==> config.mk <==
export PLATFORM = sky130hd
export DESIGN_NAME = motors_telemetry_collector
export DESIGN_NICKNAME = d
export VERILOG_FILES = /design/src/rtl/motors_pkg.sv /design/src/rtl/dshot_tlm_decode.sv /design/src/rtl/motors_telemetry_collector.sv
export SDC_FILE = /design/constraint.sdc
export NUM_CORES = 1
export LEC_CHECK = 0
export BUFFER_PORTS_ARGS = -buffer_cell sky130_fd_sc_hd__buf_2
export CORE_UTILIZATION = 35
export DETAILED_ROUTE_END_ITERATION = 8
export PLACE_DENSITY = 0.57
export SLEW_MARGIN = 20
export SYNTH_ARGS = -nofsm -noshare
export SYNTH_HDL_FRONTEND = slang
export SYNTH_SLANG_ARGS = --single-unit
==> constraint.sdc <==
create_clock -name clk -period 9.8 [get_ports clk]
set_clock_uncertainty 0.1 [all_clocks]
set_input_delay 0.98 -clock clk [delete_from_list [all_inputs] [get_ports clk]]
set_output_delay 0.98 -clock clk [all_outputs]
set_load 0.01 [all_outputs]
==> src/rtl/motors_pkg.sv <==
// rtl/motors_pkg.sv - shared constants and helpers for the motor telemetry return path
package motors_pkg;

    localparam int NUM_MOTORS = 4;
    localparam int IDX_W      = 2;

    // Raw telemetry frame fields
    localparam int FRM_VAL_MSB = 15;
    localparam int FRM_VAL_LSB = 4;
    localparam int FRM_CRC_MSB = 3;
    localparam int FRM_CRC_LSB = 0;

    // Fields of the 12-bit value
    localparam int VAL_EXP_MSB  = 11;
    localparam int VAL_EXP_LSB  = 9;
    localparam int VAL_MANT_MSB = 8;
    localparam int VAL_MANT_LSB = 0;

    // Status word bit positions
    localparam int ST_PERIOD_MSB = 15;
    localparam int ST_VALID_BIT  = 16;
    localparam int ST_STALE_BIT  = 17;
    localparam int ST_ERR_LSB    = 24;

    // One decode-stage result headed for writeback
    typedef struct packed {
        logic             vld;
        logic [IDX_W-1:0] idx;
        logic             crc_ok;
        logic [15:0]      period;
    } dec_result_t;

    function automatic logic [31:0] status_word(input logic [15:0] period, input logic valid,
                                                input logic stale, input logic [7:0] err);
        logic [31:0] w;
        w                      = '0;
        w[ST_PERIOD_MSB:0]     = period;
        w[ST_VALID_BIT]        = valid;
        w[ST_STALE_BIT]        = stale;
        w[31:ST_ERR_LSB]       = err;
        return w;
    endfunction

endpackage

==> src/rtl/dshot_tlm_decode.sv <==
// rtl/dshot_tlm_decode.sv - combinational CRC check and exponent/mantissa to period conversion
module dshot_tlm_decode
    import motors_pkg::*;
(
    input  logic [15:0] frame,
    output logic        crc_ok,
    output logic [15:0] period
);

    logic [11:0] v;

    assign v      = frame[FRM_VAL_MSB:FRM_VAL_LSB];
    assign crc_ok = (frame[FRM_CRC_MSB:FRM_CRC_LSB] == ~(v[3:0] ^ v[7:4] ^ v[11:8]));
    // Largest mantissa shifted by the largest exponent is 0xFF80, so 16 bits never overflow
    assign period = {7'b0, v[VAL_MANT_MSB:VAL_MANT_LSB]} << v[VAL_EXP_MSB:VAL_EXP_LSB];

endmodule

==> src/rtl/motors_telemetry_collector.sv <==
// rtl/motors_telemetry_collector.sv - telemetry capture, arbitration, decode and snapshot registers (option: MOTORS_TLM_TIMEOUT_EN)
module motors_telemetry_collector
    import motors_pkg::*;
#(
    parameter int TIMEOUT_CYCLES = 100000,
    parameter int ERRCNT_W       = 8
) (
    input  logic        clk,
    input  logic        rst,
    input  logic [3:0]  tlm_valid_i,
    input  logic [15:0] tlm_data_0,
    input  logic [15:0] tlm_data_1,
    input  logic [15:0] tlm_data_2,
    input  logic [15:0] tlm_data_3,
    input  logic        snap_req,
    output logic        snap_ack,
    output logic [31:0] reg_09,
    output logic [31:0] reg_0A,
    output logic [31:0] reg_0B,
    output logic [31:0] reg_0C,
    output logic [31:0] reg_0D
);

    logic [15:0]           in_frame   [NUM_MOTORS];
    logic [15:0]           pend_frame [NUM_MOTORS];
    logic [NUM_MOTORS-1:0] pend;
    logic [IDX_W-1:0]      last_grant, gnt_idx, cand;
    logic                  gnt_any;
    logic                  dec_crc_ok;
    logic [15:0]           dec_period;
    dec_result_t           dec;

    logic [15:0]           live_period [NUM_MOTORS];
    logic [15:0]           period_nxt  [NUM_MOTORS];
    logic [ERRCNT_W-1:0]   err_cnt     [NUM_MOTORS];
    logic [ERRCNT_W-1:0]   err_nxt     [NUM_MOTORS];
    logic [NUM_MOTORS-1:0] live_valid, valid_nxt, live_stale, stale_nxt;
    logic [31:0]           stat_nxt    [NUM_MOTORS];

`ifdef MOTORS_TLM_TIMEOUT_EN
    localparam int TMO_W = $clog2(TIMEOUT_CYCLES + 1);
    localparam logic [TMO_W-1:0] TMO_LAST = TMO_W'(TIMEOUT_CYCLES - 1);
    localparam logic [TMO_W-1:0] TMO_MAX  = TMO_W'(TIMEOUT_CYCLES);
    logic [TMO_W-1:0] tmo_cnt [NUM_MOTORS];
    logic [TMO_W-1:0] tmo_nxt [NUM_MOTORS];
`endif

    assign in_frame[0] = tlm_data_0;
    assign in_frame[1] = tlm_data_1;
    assign in_frame[2] = tlm_data_2;
    assign in_frame[3] = tlm_data_3;

    // Round-robin pick of one pending motor, searching from just after the last grant
    always_comb begin
        gnt_any = 1'b0;
        gnt_idx = '0;
        cand    = '0;
        for (int k = 1; k <= NUM_MOTORS; k++) begin
            cand = last_grant + IDX_W'(k);
            if (!gnt_any && pend[cand]) begin
                gnt_any = 1'b1;
                gnt_idx = cand;
            end
        end
    end

    // One-deep pending buffers: newest frame wins, a same-cycle strobe survives its own grant
    always_ff @(posedge clk or posedge rst) begin
        if (rst) begin
            pend       <= '0;
            last_grant <= IDX_W'(NUM_MOTORS - 1);
            for (int k = 0; k < NUM_MOTORS; k++) pend_frame[k] <= '0;
        end else begin
            if (gnt_any) last_grant <= gnt_idx;
            for (int k = 0; k < NUM_MOTORS; k++) begin
                if (tlm_valid_i[k]) pend_frame[k] <= in_frame[k];
                pend[k] <= tlm_valid_i[k] | (pend[k] & ~(gnt_any && (gnt_idx == IDX_W'(k))));
            end
        end
    end

    dshot_tlm_decode u_decode (
        .frame  (pend_frame[gnt_idx]),
        .crc_ok (dec_crc_ok),
        .period (dec_period)
    );

    // Decode stage register shared by all motors
    always_ff @(posedge clk or posedge rst) begin
        if (rst) dec <= '0;
        else     dec <= '{vld: gnt_any, idx: gnt_idx, crc_ok: dec_crc_ok, period: dec_period};
    end

    // Writeback: next live state, also what a same-cycle snapshot captures
    always_comb begin
        valid_nxt = live_valid;
        stale_nxt = live_stale;
        for (int n = 0; n < NUM_MOTORS; n++) begin
            period_nxt[n] = live_period[n];
            err_nxt[n]    = err_cnt[n];
`ifdef MOTORS_TLM_TIMEOUT_EN
            tmo_nxt[n] = tmo_cnt[n];
            if (tmo_cnt[n] != TMO_MAX) begin
                tmo_nxt[n] = tmo_cnt[n] + TMO_W'(1);
                if (tmo_cnt[n] == TMO_LAST) begin
                    stale_nxt[n] = 1'b1;
                    valid_nxt[n] = 1'b0;
                end
            end
`endif
            if (dec.vld && (dec.idx == IDX_W'(n))) begin
                if (dec.crc_ok) begin
                    period_nxt[n] = dec.period;
                    valid_nxt[n]  = 1'b1;
                    stale_nxt[n]  = 1'b0;
`ifdef MOTORS_TLM_TIMEOUT_EN
                    tmo_nxt[n]    = '0;
`endif
                end else if (err_cnt[n] != '1) begin
                    err_nxt[n] = err_cnt[n] + ERRCNT_W'(1);
                end
            end
            stat_nxt[n] = status_word(period_nxt[n], valid_nxt[n], stale_nxt[n], 8'(err_nxt[n]));
        end
    end

    // Live per-motor state; stale stays set until the first good frame
    always_ff @(posedge clk or posedge rst) begin
        if (rst) begin
            live_valid <= '0;
            live_stale <= '1;
            for (int n = 0; n < NUM_MOTORS; n++) begin
                live_period[n] <= '0;
                err_cnt[n]     <= '0;
`ifdef MOTORS_TLM_TIMEOUT_EN
                tmo_cnt[n]     <= '0;
`endif
            end
        end else begin
            live_valid <= valid_nxt;
            live_stale <= stale_nxt;
            for (int n = 0; n < NUM_MOTORS; n++) begin
                live_period[n] <= period_nxt[n];
                err_cnt[n]     <= err_nxt[n];
`ifdef MOTORS_TLM_TIMEOUT_EN
                tmo_cnt[n]     <= tmo_nxt[n];
`endif
            end
        end
    end

    // Snapshot registers: all five words update together, ack follows one cycle later
    always_ff @(posedge clk or posedge rst) begin
        if (rst) begin
            snap_ack <= 1'b0;
            reg_09   <= '0;
            reg_0A   <= '0;
            reg_0B   <= '0;
            reg_0C   <= '0;
            reg_0D   <= '0;
        end else begin
            snap_ack <= snap_req;
            if (snap_req) begin
                reg_09 <= stat_nxt[0];
                reg_0A <= stat_nxt[1];
                reg_0B <= stat_nxt[2];
                reg_0C <= stat_nxt[3];
                reg_0D <= {8'h00, stale_nxt, valid_nxt, reg_0D[15:0] + 16'd1};
            end
        end
    end

endmodule

==> summary.txt <==
Status
  • Status: complete, no violations

Setup path
  • Startpoint Class: register
  • WP buf/inv: 1
  • Top delay family on crit path: multiplexers
  • WP data arrival: 3.65 ns
  • Critical-path top delay cell: mux2i_2
  • Setup Crit Path Kind: register to register
  • Worst Setup End Kind: register
  • Maximum fanout along the worst path: 12
  • Worst stage delay on the critical path: 0.76 ns
  • Critical-path cell list: nand2b_1, a21boi_0, o21ai_2, buf_4, mux2i_2, mux2i_1, and2_1, a211oi_1
  • WP data required: 10.11 ns

Clock tree
  • Number of post-CTS setup repair buffers: 0
  • CTS tree: yes
  • Cts-stage hold buffer count: 0
  • CTS sink count: 315
  • Clk buf depth: 3
  • Post_cts resized: 0
  • Worst-skew pair later-pin latency: 0.52 ns
  • CTS Buf Count: 36
  • Clock slew at reported path FFs: 0.06 ns
  • CTS Root Buffer Type: clkbuf_16
  • H-Tree Depth: 2

Layout
  • Final net count: 1192
  • Share of post-route cells with drive strength above 1: 45.88%
  • Finished Layout Cells: 1611
  • Area growth syn-to-layout: 18.84%
  • Most frequent cells in the layout: dfrtp_1, mux2_2, buf_2
  • Core Util, Final: 42.47%
  • Commonest non-fill, non-tap cell in the layout: dfrtp_1

Detailed routing
  • DRC violations left: 0
  • WL met1: 13.00 mm
  • DRT antenna net count: 0
  • DRT Wirelength: 28.07 mm
  • Initial DRC count: 238
  • Met2 WL: 12.84 mm
  • Drt first pass iters: 4
  • Uppermost routed layer: met5
  • Via-to-Cell Ratio: 4.806
  • Post-DR wirelength/cell: 17.42 um
  • Met3 wire len: 1.669 mm
  • DR vias: 7742

Yosys
  • Most frequently used flop master after synthesis: dfrtp_1
  • Post-Syn Area: 0.01312 sq mm
  • FF+latch count, synth: 315
  • Top cells by area, synth: dfrtp_1, mux2_2, mux2i_1
  • Top cell type's share of synthesized area: 58.96%
  • Syn_area_per_cell: 14.32 sq um
  • Post-Syn Instances: 916
  • Netlist cell types: 47
  • Sequential area share after synthesis: 60.16%
  • Yosys top cell by area: dfrtp_1
  • Ys async rst share: 100.0%
  • Number of synthesized flops with an enable pin: 0
  • Syn. warnings: 0

Die
  • Initial Util: 35.74%
  • Die X: 195.6 um
  • Boundary Pins: 232
  • Core area: 0.03670 sq mm
  • # rows: 70
  • Die area: 0.03825 sq mm
  • Die height: 195.6 um

Worst hold path
  • HP Class: register to register

Placement
  • Cells after DPL: 1546
  • IO buf count: 199
  • Gpl congestion: 0.7499
  • Detailed Place HPWL: 18.78 mm

Global route
  • All-Layer GR Usage: 14.92%
  • Largest net degree at the start of global routing: 106
  • Initial antenna violation count: 3
  • Vias in the first global route: 7805
  • First-pass GRT wire length: 44.73 mm
  • Total gr overflow: 0

Timing
  • Crit path time final: 3.346 ns
  • Rel. slew slack: 28.79%
  • Final Cycle Share: 34.15%
  • Slew Viols, Final: 0
  • F_max: 298.8 MHz
  • Actual slew at the worst max-slew pin: 1.065 ns
  • Setup tns final: 0 ns
  • Final Hold Viols: 0
  • Final setup vio count: 0
  • RSZ-0062 raised after global routing: no

Flow run
  • Max-Cap Viols: 0

Power
  • Leakage power: 0.007627 uW
  • Peak supply drop: 0.1456 mV
  • PwrDens: 318.0 mW/mm^2
through the flow:
stage	instance area [sq um]	total power, uW	hold slack [ns]	setup slack [ns]
global placement	14420	3671	0.3396	6.213
floorplan	13230	3203	0.3230	0.01542
global route	15590	5283	0.3719	6.218
CTS	15580	5052	0.3625	6.438
finish	15590	4956	0.3588	6.454
detailed placement	14420	3702	0.3414	6.188
cells in the mapped netlist (4+ instances only):
cell type and number:
and2_1 8, xor2_1 10, mux2_2 245, ha_1 5
nor2_1 22, a21oi_1 5, nor3_1 6, xnor2_1 35
nand4_1 14, o21ai_0 4, clkbuf_1 22, o22ai_1 4
nand3_1 15, a31oi_1 5, buf_2 4, nand2b_1 10
buf_1 4, inv_1 5, dfrtp_1 309, dfstp_2 6
buf_4 43, nand2_1 33, mux2i_1 58, nor2b_1 4
and3_1 7
per-layer routing:
layer | vias up | GRT usage (%)
met5 | - | 0
met4 | 4 | 4.112
met3 | 47 | 3.782
met2 | 203 | 23.08
met1 | 3936 | 20.73
li1 | 3552 | -
worst register-to-register path: stages, from the launching register on:
cell and delay, ns:
dfstp_2 0.58, nand2b_1 0.12, a21boi_0 0.09, o21ai_2 0.50, buf_4 0.36, mux2i_2 0.77
mux2i_1 0.24, and2_1 0.21, a211oi_1 0.25
power breakdown:
| group | internal (uW) | switching [uW] |
|---|---|---|
| combinational | 817 | 873 |
| sequential | 1700 | 248 |
| clock | 789 | 525 |
| total | 3310 | 1650 |
cell families (layout without fill, tap and decap cells):
family | after synthesis | after routing | synth area share [%]
AOI/OAI and AO/OA | 30 | 30 | 1.498
other | 1 | 33 | 0.02859
and+or+nand+nor | 133 | 133 | 5.266
buffers and inverters | 81 | 276 | 3.787
DFF | 315 | 315 | 60.16
adders and majority gates | 5 | 5 | 0.4770
muxes | 306 | 306 | 25.78
xor gates and xnor gates | 45 | 45 | 3.005
cell type report:
class | count | area, sq um
Sequential cell | 315 | 7890
Clock buffer | 55 | 1084
Fill cell | 3428 | 21110
Antenna cell | 1 | 2.502
Multi-Input combinational cell | 551 | 4860
Inverter | 5 | 26.28
Clock inverter | 9 | 80.08
Tap cell | 468 | 585.6
Timing Repair Buffer | 207 | 1059
worst paths after layout:
check,start,end,slack (ns),depth (start not counted)
max in group asynchronous,rst,reg_0D[6],6.86,4
min in group asynchronous,rst,reg_0B[10],0.49,2
min,live_valid[3],live_valid[3],0.36,1
max reg2reg,last_grant[1],dec[3],6.45,8
min reg2reg,live_valid[3],live_valid[3],0.36,1
max,last_grant[1],dec[3],6.45,8
state kept, by name, summed over array words and instances (netlist names):
signal	flops
pend	4
reg_0A	24
live_valid	4
reg_09	24
live_period	64
reg_0B	24
reg_0C	25
last_grant	2
live_stale	4
snap_ack	1
err_cnt	32
pend_frame	64
reg_0D	23
dec	20
No activity file was read; power rests on OpenSTA's default activity.
